==> src/rtl/sdc_strobe_counter_if.sv <==
// rtl/sdc_strobe_counter_if.sv - strobe counter handshake bundle (clr present with SDC_CNTR_CLR_EN)
interface sdc_strobe_counter_if #(
  parameter int dw = 8
);
  logic          enable;
  logic          start_strb;
  logic [dw-1:0] cntr;
  logic          strb;
`ifdef SDC_CNTR_CLR_EN
  logic          clr;

  modport master (output enable, start_strb, clr, input cntr, strb);
  modport slave  (input enable, start_strb, clr, output cntr, strb);
`else
  modport master (output enable, start_strb, input cntr, strb);
  modport slave  (input enable, start_strb, output cntr, strb);
`endif
endinterface

==> src/rtl/sdc_strobe_counter.sv <==
// rtl/sdc_strobe_counter.sv - event/sequence strobe counter for the SD read path; optional clr via SDC_CNTR_CLR_EN
module sdc_strobe_counter #(
  parameter int          dw  = 8,
  parameter int unsigned max = 'h40,
  parameter bit          SEQ = 1'b0
) (
  input logic                clk,
  input logic                reset,
  sdc_strobe_counter_if.slave bus
);

  localparam logic [dw-1:0] max_c  = dw'(max);
  localparam logic [dw-1:0] last_c = dw'(max - 1);
  localparam logic [dw-1:0] one_c  = dw'(1);

  typedef enum logic {idle, run} state_t;

  state_t        state;
  logic [dw-1:0] cntr_q;
  logic          strb_q;
  logic          clr_in;

`ifdef SDC_CNTR_CLR_EN
  assign clr_in = bus.clr;
`else
  assign clr_in = 1'b0;
`endif

  assign bus.cntr = cntr_q;
  assign bus.strb = strb_q;

  // Single state/counter register; SEQ selects modulo event counting or start-launched runs
  always_ff @(posedge clk) begin
    if (!reset) begin
      state  <= idle;
      cntr_q <= '0;
      strb_q <= 1'b0;
    end else if (clr_in) begin
      // clr aborts everything, including a strobe that would fire on this edge
      state  <= idle;
      cntr_q <= '0;
      strb_q <= 1'b0;
    end else if (!SEQ) begin
      state <= idle;
      if (bus.enable) begin
        if (cntr_q == last_c) begin
          cntr_q <= '0;
          strb_q <= 1'b1;
        end else begin
          cntr_q <= cntr_q + one_c;
          strb_q <= 1'b0;
        end
      end else begin
        strb_q <= 1'b0;
      end
    end else begin
      strb_q <= 1'b0;
      case (state)
        idle: begin
          if (bus.start_strb) begin
            // The start edge is the first bit of the run, hence the load of 1
            state  <= run;
            cntr_q <= one_c;
          end else begin
            cntr_q <= '0;
          end
        end
        run: begin
          // A finishing run still strobes even when a restart lands on the same edge
          if (bus.enable && cntr_q == max_c) begin
            strb_q <= 1'b1;
          end
          if (bus.start_strb) begin
            cntr_q <= one_c;
          end else if (bus.enable) begin
            if (cntr_q == max_c) begin
              cntr_q <= '0;
              state  <= idle;
            end else begin
              cntr_q <= cntr_q + one_c;
            end
          end
        end
        default: begin
          state  <= idle;
          cntr_q <= '0;
        end
      endcase
    end
  end

endmodule

==> src/flat_wrapper.sv <==
// flat-port wrapper written by rule: the top's interface ports become plain ports
module sdc_strobe_counter_flat 
#(
  parameter int          dw  = 8,
  parameter int unsigned max = 'h40,
  parameter bit          SEQ = 1'b0
)
  (clk, reset, bus_enable, bus_start_strb, bus_cntr, bus_strb);
  sdc_strobe_counter_if #(.dw(dw)) bus_i ();
  input logic clk;
  input logic reset;
  input wire logic [$bits(bus_i.enable)-1:0] bus_enable;
  input wire logic [$bits(bus_i.start_strb)-1:0] bus_start_strb;
  output wire logic [$bits(bus_i.cntr)-1:0] bus_cntr;
  output wire logic [$bits(bus_i.strb)-1:0] bus_strb;
  assign bus_i.enable = bus_enable;
  assign bus_i.start_strb = bus_start_strb;
  assign bus_cntr = bus_i.cntr;
  assign bus_strb = bus_i.strb;
  sdc_strobe_counter #(.dw(dw), .max(max), .SEQ(SEQ)) u_core (.clk(clk), .reset(reset), .bus(bus_i));
endmodule
==> config.mk <==
export PLATFORM = sky130hd
export DESIGN_NAME = sdc_strobe_counter_flat
export DESIGN_NICKNAME = d
export VERILOG_FILES = /design/src/rtl/sdc_strobe_counter_if.sv /design/src/rtl/sdc_strobe_counter.sv /design/src/flat_wrapper.sv
export SDC_FILE = /design/constraint.sdc
export NUM_CORES = 1
export LEC_CHECK = 0
export ABC_AREA = 1
export BUFFER_PORTS_ARGS = -buffer_cell sky130_fd_sc_hd__clkbuf_2
export CAP_MARGIN = 20
export CORE_AREA = 2 2 39 41
export CTS_BUF_LIST = sky130_fd_sc_hd__clkbuf_4 sky130_fd_sc_hd__clkbuf_8
export DETAILED_ROUTE_END_ITERATION = 16
export DIE_AREA = 0 0 41 43
export GPL_TIMING_DRIVEN = 0
export PLACE_DENSITY_LB_ADDON = 0.12
export SETUP_SLACK_MARGIN = 0.15
export SLEW_MARGIN = 20
export SYNTH_ARGS = -nofsm -noshare
export SYNTH_HDL_FRONTEND = slang
export SYNTH_SLANG_ARGS = --single-unit
export TNS_END_PERCENT = 20
==> constraint.sdc <==
create_clock -name clk -period 1.5 [get_ports clk]
set_clock_uncertainty 0.2 [all_clocks]
set_input_delay 0.3 -clock clk [delete_from_list [all_inputs] [get_ports clk]]
set_output_delay 0.3 -clock clk [all_outputs]
set_load 0.02 [all_outputs]
==> results of run 1 <==
## cell usage after synthesis
cell type / instances
nor2_4: 1
nand3_2: 2
o21ai_0: 1
xor2_1: 1
nor2_2: 3
nor2_1: 8
nand3_1: 3
nand2_1: 15
nor3_1: 3
a21oi_1: 3
inv_1: 11
ha_1: 1
o21ai_1: 1
nand2_2: 3
dfxtp_1: 9
## flip-flops by register name (all words and copies together) (netlist names)
register and flops:
u_core.bus.strb 1, u_core.bus.cntr 8
## worst max path at each step
stage                                   from                 end  slack, ns
after floorplan           u_core.bus.cntr[0]  u_core.bus.cntr[3]       0.17
after global placement    u_core.bus.cntr[0]  u_core.bus.cntr[3]       0.14
after detailed placement  u_core.bus.cntr[0]  u_core.bus.cntr[3]       0.15
after CTS                 u_core.bus.cntr[4]         bus_cntr[4]        0.1
after global routing      u_core.bus.cntr[6]         bus_cntr[6]        0.1
final                     u_core.bus.cntr[2]         bus_cntr[2]       0.14
## metrics by stage
| stage | area (µm²) | hold WS [ns] | worst slack [ns] |
|---|---|---|---|
| 6_report | 594 | 0.105 | 0.139 |
| 5_1_grt | 594 | 0.123 | 0.0961 |
| 4_1_cts | 562 | 0.0944 | 0.0992 |
| 3_5_place_dp | 531 | 0.264 | 0.146 |
| 3_3_place_gp | 531 | 0.266 | 0.137 |
| 2_1_floorplan | 455 | 0.216 | 0.167 |
## cells in the final DEF (no fill, tap or decap)
master	instances
dfxtp_2	3
nor2_4	1
a21oi_1	2
nor2_1	7
ha_4	1
nand2_1	15
clkbuf_2	11
nor3_1	2
nand2_2	3
o21ai_1	1
clkbuf_4	4
dfxtp_1	5
xor2_1	1
nand3_2	3
dfxtp_4	1
nor2_2	4
nand3_1	2
inv_1	11
o21ai_0	1
nor3_2	1
a21oi_2	1
## where the power goes
| group | switching [W] | total, W | internal, W |
|---|---|---|---|
| logic | 0.0000253 | 0.0000405 | 0.0000152 |
| registers | 0.00000784 | 0.000252 | 0.000245 |
| clock network | 0.0000863 | 0.000207 | 0.000121 |
## layer usage
| layer | wire [µm] | global-route usage |
|---|---|---|
| met1 | 435 | 0.178 |
| met2 | 479 | 0.172 |
| met3 | 41 | 0.0471 |
| met4 | 0 | 0.100 |
| met5 | 0 | 0 |
## cells by family (layout without fill, tap and decap cells)
kind of cell | Yosys count | in the layout | synth area share
and+or+nand+nor | 38 | 38 | 0.409
buffers and inverters | 11 | 26 | 0.0912
xor gates and xnor gates | 1 | 1 | 0.0193
DFF | 9 | 9 | 0.398
adders and majority gates | 1 | 1 | 0.0276
AOI/OAI and AO/OA | 5 | 5 | 0.0552
## tightest hold or removal path, cell delays in order
cell      delay (ns)
clkbuf_2        0.13
nand2_1         0.08
a21oi_1         0.03
## final cells by class
cell class | instances | area (µm²)
multi-input combinational | 45 | 260
sequential | 9 | 188
inverter | 11 | 41.3
tap | 16 | 20.0
clock buffer | 4 | 30.0
fill | 158 | 790
timing repair buffer | 11 | 55.1
## repair_timing
action / CTS / global route
pin swaps: 0 / 2
hold buffers: 0 / 0
setup endpoints to repair: 5 / 10
gates resized for setup: 1 / 8
==> flow_metrics.tcl, run 1 <==
set metrics [dict create \
    status "complete, no violations" \
    drc 0 \
    area_growth_pct 31.2 \
    path_depth 1 \
    yosysSeqAreaShare 0.398 \
    yosys.area.top_type "dfxtp_1" \
    vias 432 \
    worstPathArrival_ns 0.86 \
    routed_via_density 4.50 \
    setup_viol 0 \
    reg2reg_to "u_core.bus.cntr[3]" \
    power_density_nw_per_um2 841 \
    total_power_w 0.000500 \
    final.min_clock_period_ns 1.36 \
    grt_pass1_vias 370 \
    fin_crit_sh 0.907 \
    grt_usage 0.135 \
    maxCapViolations 0 \
    placementRows 14 \
    yosys-top-cells-area "dfxtp_1 40%, nand2_1 12%, inv_1 9.1%" \
    synthCells 65 \
    min_to "u_core.bus.cntr[0]" \
    critPathBufInv 1 \
    firstDrtPassIters 5 \
    drive_gt1_frac 0.413 \
    die_width_um 41 \
    diodes 0 \
    nets 86 \
    antenna_found_initial 0 \
    rsz0062_at_grt "yes" \
    gp_congestion 0.740 \
    syn-cell-area_um2 453 \
    synth_cell_types 15 \
    end_kind "output pin" \
    path_delay_family "flip-flops" \
    drt_iter0_drc 5 \
    slowest_stage "dfxtp_1" \
    power.leakage_nw 0.253 \
    dieHeight_um 43 \
    ir_worst_vdd_mv 0.331 \
    core-area_um2 1380 \
    synth_top_cell_area_share 0.398 \
    crit_required_ns 1.00 \
    port_buffers 11 \
    reg2reg_slack_ns 0.22 \
    post-route-util 0.429 \
    io_pins 13 \
    clock_latency_ns 0.26 \
    slew_headroom 0.858 \
    hold_violations 0 \
    initial_core_util 0.327 \
    worstSetupStartpointType "flip-flop" \
    die_area_um2 1760 \
    cts_max_level 1 \
    critPathKind "flip-flop to output pin" \
    syn_area_per_cell_um2 6.97 \
    grt_pass1_wl_um 1530 \
    ys_warn_count 0 \
    crit_chain "clkbuf_2" \
    reg2reg_from "u_core.bus.cntr[0]" \
    clock.fmax_mhz 735 \
    clockRootBuffer "clkbuf_4" \
    dp.cells 92 \
    cts_tree "done" \
    grt_overflow 0 \
    setup_tns_ns 0 \
    antenna_left 0 \
    worstPathMaxFanout 5 \
    wl_per_cell_um 9.96 \
    cts_buffers 3 \
    grt_max_degree 7 \
    hpwl_um 732 \
    wirelength_um 956 \
    cts.sinks 9 \
    clk_pin_slew_worst_paths_ns 0.06 \
    cp_slowest_stage_delay_ns 0.40 \
    reg2reg_depth 6 \
    post-cts-setup-buffers 0 \
    tightest_slew_ns 0.211 \
    drv_slew 0 \
    cts_buffer_depth 2 \
    hold_class "input pin to flip-flop" \
    final_cell_count_no_fill 96 \
    whs_path_depth 3 \
    syn_nets 70 \
    hold_start "reset" \
    ys_ff_latch 9 \
]
(Power assumes the default switching activity.)
==> run 2, diff against run 1 <==
Settings changed: CELL_PAD_IN_SITES_DETAIL_PLACEMENT set to 2, CELL_PAD_IN_SITES_GLOBAL_PLACEMENT set to 2, CORE_AREA 2 2 39 41 to unset, CORE_MARGIN set to 2, CORE_UTILIZATION set to 27, DIE_AREA 0 0 41 43 to unset.
==> run 2 against run 1 <==
Against the previous run:
- critical path depth stayed put
- clock-buffer cell count stayed put
- total power is 1.2% higher
- flip-flop and latch count stayed put
- first-iteration DRC count is 40% higher
- die area is 15% higher
- critical path type unchanged
==> flow_metrics.tcl, run 2 (same netlist as run 1, synthesis figures left out) <==
set metrics [dict create \
    tightest_slew_ns 0.203 \
    largest_register_ffs 8 \
    nets 86 \
    clk_pin_slew_worst_paths_ns 0.07 \
    power_density_nw_per_um2 844 \
    gp_congestion 0.745 \
    io_pins 13 \
    drive_gt1_frac 0.400 \
    p_switching_w 0.000125 \
    clock.fmax_mhz 753 \
    setup_viol 0 \
    min_to "u_core.bus.cntr[0]" \
    busiest_layer "met2" \
    worstPathArrival_ns 0.83 \
    share_seq_of_total_power 0.500 \
    grt_pass1_wl_um 1810 \
    cp_slowest_stage_delay_ns 0.38 \
    fin_crit_sh 0.885 \
    crit_required_ns 1.00 \
    grt_pass1_vias 416 \
    grt_util_met1 0.163 \
    path_delay_family "flip-flops" \
    whs_path_depth 3 \
    reg2reg_from "u_core.bus.cntr[0]" \
    switching_share 0.246 \
    drc 0 \
    core-area_um2 1540 \
    cts_buffer_depth 2 \
    cts_buffers 3 \
    cts.sinks 9 \
    port_buffers 11 \
    end_kind "output pin" \
    drv_slew 0 \
    pwr-share-clk 0.417 \
    critPathKind "flip-flop to output pin" \
    die_width_um 45.0 \
    diodes 0 \
    power.leakage_nw 0.255 \
    hold_class "input pin to flip-flop" \
    hpwl_um 908 \
    clock_latency_ns 0.26 \
    cts_max_level 1 \
    hold_violations 0 \
    ctsHoldBuffers 0 \
    firstDrtPassIters 3 \
    layout_commonest_cell "nand2_1" \
    wirelength_um 1170 \
    drt_iter0_drc 7 \
    worstPathMaxFanout 4 \
    p_int_w 0.000381 \
    final.min_clock_period_ns 1.33 \
    ir_worst_vdd_mv 0.485 \
    maxCapViolations 0 \
    met3_usage 0.0360 \
    critPathBufInv 1 \
    setup_tns_ns 0 \
    final_cell_mix "15 x nand2_1, 11 x inv_1, 9 x clkbuf_2" \
    initial_core_util 0.294 \
    rsz0062_at_grt "yes" \
    status "complete, no violations" \
    placementRows 14 \
    cts_tree "done" \
    hold_start "reset" \
    reg2reg_slack_ns 0.20 \
    grt_max_degree 7 \
    routed_via_density 4.71 \
    fill_cells 199 \
    slowest_stage "dfxtp_2" \
    clockRootBuffer "clkbuf_4" \
    worstSetupStartpointType "flip-flop" \
    setup_slack_ns 0.172 \
    reg2reg_depth 6 \
    dp_slack_ns 0.0919 \
    area_growth_pct 32.3 \
    die_area_um2 2020 \
    vias 452 \
    wl_per_cell_um 12.1 \
    reg2reg_to "u_core.bus.cntr[3]" \
    antenna_found_initial 0 \
    antenna_left 0 \
    grt_overflow 0 \
    combPwrFrac 0.082 \
    slew_headroom 0.864 \
    met2_usage 0.200 \
    grt_usage 0.135 \
    dieHeight_um 45.0 \
    whs_ns 0.114 \
    crit_chain "clkbuf_2" \
]
[run 2: cell type report]
cell class | count | area, µm² | area share
well taps | 16 | 20.0 | 0.0334
multi-input cells | 45 | 264 | 0.441
repair buffers | 11 | 57.6 | 0.0960
inverters | 11 | 41.3 | 0.0689
clock buffers | 4 | 30.0 | 0.0501
flip-flops and latches | 9 | 186 | 0.311
[run 2: metrics by stage]
| stage | total power [W] | utilization | area, µm² | instances |
|---|---|---|---|---|
| 3_3_place_gp | 0.000295 | 0.344 | 531 | 92 |
| 5_1_grt | 0.000531 | 0.389 | 599 | 96 |
| 6_report | 0.000506 | 0.389 | 599 | 96 |
| 4_1_cts | 0.000509 | 0.365 | 563 | 96 |
| 2_1_floorplan | 0.000279 | - | 455 | 65 |
| 3_5_place_dp | 0.000295 | 0.344 | 531 | 92 |
[run 2: tightest hold or removal path, stage by stage]
cell	delay [ns]
clkbuf_2	0.13
nand2_1	0.08
a21oi_1	0.03
[run 2: per-layer routing]
metal	up-vias	wire length, µm
li1	229	-
met1	212	547
met2	9	547
met3	2	55
met4	0	15
met5	-	0
[run 2: power by group through the flow]
stage | clock (W) | sequential, W | combinational [W]
after global routing | 0.000230 | 0.000254 | 0.0000473
after global placement | 0 | 0.000256 | 0.0000384
after floorplan | 0 | 0.000262 | 0.0000169
after detailed placement | 0 | 0.000256 | 0.0000382
after CTS | 0.000219 | 0.000251 | 0.0000383
final | 0.000211 | 0.000253 | 0.0000416
[run 2: worst max path at each step]
stage	from	to	slack [ns]	cells past startpoint
global route	u_core.bus.cntr[0]	u_core.bus.cntr[4]	0.13	5
global placement	u_core.bus.cntr[0]	u_core.bus.cntr[3]	0.11	6
detailed placement	u_core.bus.cntr[0]	u_core.bus.cntr[3]	0.09	6
CTS	u_core.bus.cntr[0]	u_core.bus.cntr[3]	0.07	6
floorplan	u_core.bus.cntr[0]	u_core.bus.cntr[3]	0.17	6
finish	u_core.bus.cntr[0]	bus_cntr[0]	0.17	1
[run 2: what timing repair did]
action                                 CTS  global route
setup endpoints to repair                7            10
setup buffers                            0             0
pin swaps                                0             1
gates resized for setup                  2            10
endpoints found under the hold margin    0             0
==> run 3, diff against run 2 <==
Settings changed: CELL_PAD_IN_SITES_DETAIL_PLACEMENT 2 to 0, CELL_PAD_IN_SITES_GLOBAL_PLACEMENT 2 to 1, CORE_AREA set to 2 2 39 41, CORE_MARGIN 2 to unset, CORE_UTILIZATION 27 to unset, DIE_AREA set to 0 0 41 43, REMOVE_ABC_BUFFERS set to 1.
==> run 3 against run 2 <==
Against the previous run:
- die area shrank 13%
- maximum frequency decreased by 0.65%
- clock power shrank 2%
- routed wire length decreased by 22%
- hold slack improved by 0.0067 ns
- total power shrank 1.8%
- utilization is 3.7 points higher
- critical path depth is the same
==> flow_metrics.tcl, run 3 (same netlist as run 1, synthesis figures left out) <==
set metrics [dict create \
    status "complete, no violations" \
    post-cts-setup-buffers 0 \
    drt_iter0_drc 8 \
    post-route-util 0.426 \
    worstSetupStartpointType "flip-flop" \
    slew_headroom 0.873 \
    fill_cells 163 \
    cp_slowest_stage_delay_ns 0.39 \
    die_area_um2 1760 \
    vias 428 \
    hold_start "reset" \
    clk_pin_slew_worst_paths_ns 0.07 \
    grt_usage 0.129 \
    maxCapViolations 0 \
    antenna_left 0 \
    hpwl_um 718 \
    initial_core_util 0.327 \
    grt_overflow 0 \
    power.leakage_nw 0.254 \
    clockRootBuffer "clkbuf_4" \
    gp_congestion 0.707 \
    p_int_w 0.000380 \
    final_cell_mix "15 x nand2_1, 11 x inv_1, 11 x clkbuf_2" \
    drive_gt1_frac 0.388 \
    hold_violations 0 \
    rsz0062_at_grt "yes" \
    setup_tns_ns 0 \
    drv_slew 0 \
    hold_class "input pin to flip-flop" \
    met2_usage 0.172 \
    setup.worst_path.start "u_core.bus.cntr[3]" \
    worstPathMaxFanout 6 \
    cts_max_level 1 \
    firstDrtPassIters 4 \
    antenna_found_initial 0 \
    critPathBufInv 1 \
    cts_tree "done" \
    diodes 0 \
    tightest_slew_ns 0.189 \
    share_seq_of_total_power 0.508 \
    core-area_um2 1380 \
    power_density_nw_per_um2 843 \
    p_switching_w 0.000117 \
    reg2reg_from "u_core.bus.cntr[0]" \
    placementRows 14 \
    combPwrFrac 0.079 \
    pwr-share-clk 0.414 \
    switching_share 0.235 \
    nets 86 \
    wirelength_um 909 \
    end_kind "output pin" \
    grt_pass1_vias 373 \
    cts_buffers 3 \
    grt_util_met1 0.180 \
    cts_buffer_depth 2 \
    met3_usage 0.0314 \
    crit_required_ns 1.00 \
    area_growth_pct 30.1 \
    ir_worst_vdd_mv 0.471 \
    largest_register_ffs 8 \
    clock_latency_ns 0.26 \
    crit_chain "clkbuf_2" \
    critPathKind "flip-flop to output pin" \
    die_width_um 41 \
    drc 0 \
    busiest_layer "met1" \
    cts.sinks 9 \
    routed_via_density 4.46 \
    layout_commonest_cell "nand2_1" \
    setup_viol 0 \
    slowest_stage "dfxtp_2" \
    grt_max_degree 7 \
    worstPathArrival_ns 0.84 \
    port_buffers 11 \
    dieHeight_um 43 \
    io_pins 13 \
    wl_per_cell_um 9.47 \
    final.min_clock_period_ns 1.34 \
    fin_crit_sh 0.891 \
    clock.fmax_mhz 748 \
    path_delay_family "flip-flops" \
    grt_pass1_wl_um 1510 \
]
[run 3: metrics by stage]
step	instance area (µm²)	setup WS, ns	cells	power (W)	hold WS, ns
5_1_grt	589	0.140	96	0.000518	0.131
3_5_place_dp	528	0.110	92	0.000292	0.294
6_report	589	0.164	96	0.000497	0.121
4_1_cts	559	0.0946	96	0.000497	0.130
3_3_place_gp	528	0.101	92	0.000292	0.288
2_1_floorplan	453	0.0612	65	0.000278	0.223
[run 3: layout make-up]
| class | count | area, µm² | share of cell area |
|---|---|---|---|
| repair buffers | 11 | 55.1 | 0.0934 |
| well taps | 16 | 20.0 | 0.0340 |
| inverters | 11 | 41.3 | 0.0701 |
| clock buffers | 4 | 30.0 | 0.0510 |
| multi-input cells | 45 | 254 | 0.431 |
| flip-flops and latches | 9 | 189 | 0.321 |
[run 3: per-layer routing]
metal	wire length [µm]	part of all wire
met5	0	0
met2	401	0.44
met4	13	0.014
met1	449	0.49
met3	44	0.048
[run 3: worst paths after layout]
check | endpoint | slack, ns | cells after the start
min | u_core.bus.cntr[0] | 0.12 | 3
max | bus_cntr[3] | 0.16 | 1
min reg2reg | u_core.bus.cntr[0] | 0.29 | 2
max reg2reg | u_core.bus.cntr[3] | 0.23 | 6
[run 3: power groups by stage]
stage,combinational [W],sequential [W],clock [W]
after global routing,0.0000445,0.000254,0.000220
final,0.0000390,0.000252,0.000206
after CTS,0.0000370,0.000250,0.000210
after global placement,0.0000371,0.000255,0
after floorplan,0.0000168,0.000261,0
after detailed placement,0.0000368,0.000255,0
[run 3: what timing repair did]
action / in CTS / in global routing
pin swaps: 0 / 1
hold buffers: 0 / 0
endpoints found under the setup margin: 7 / 12
gates resized for setup: 1 / 9
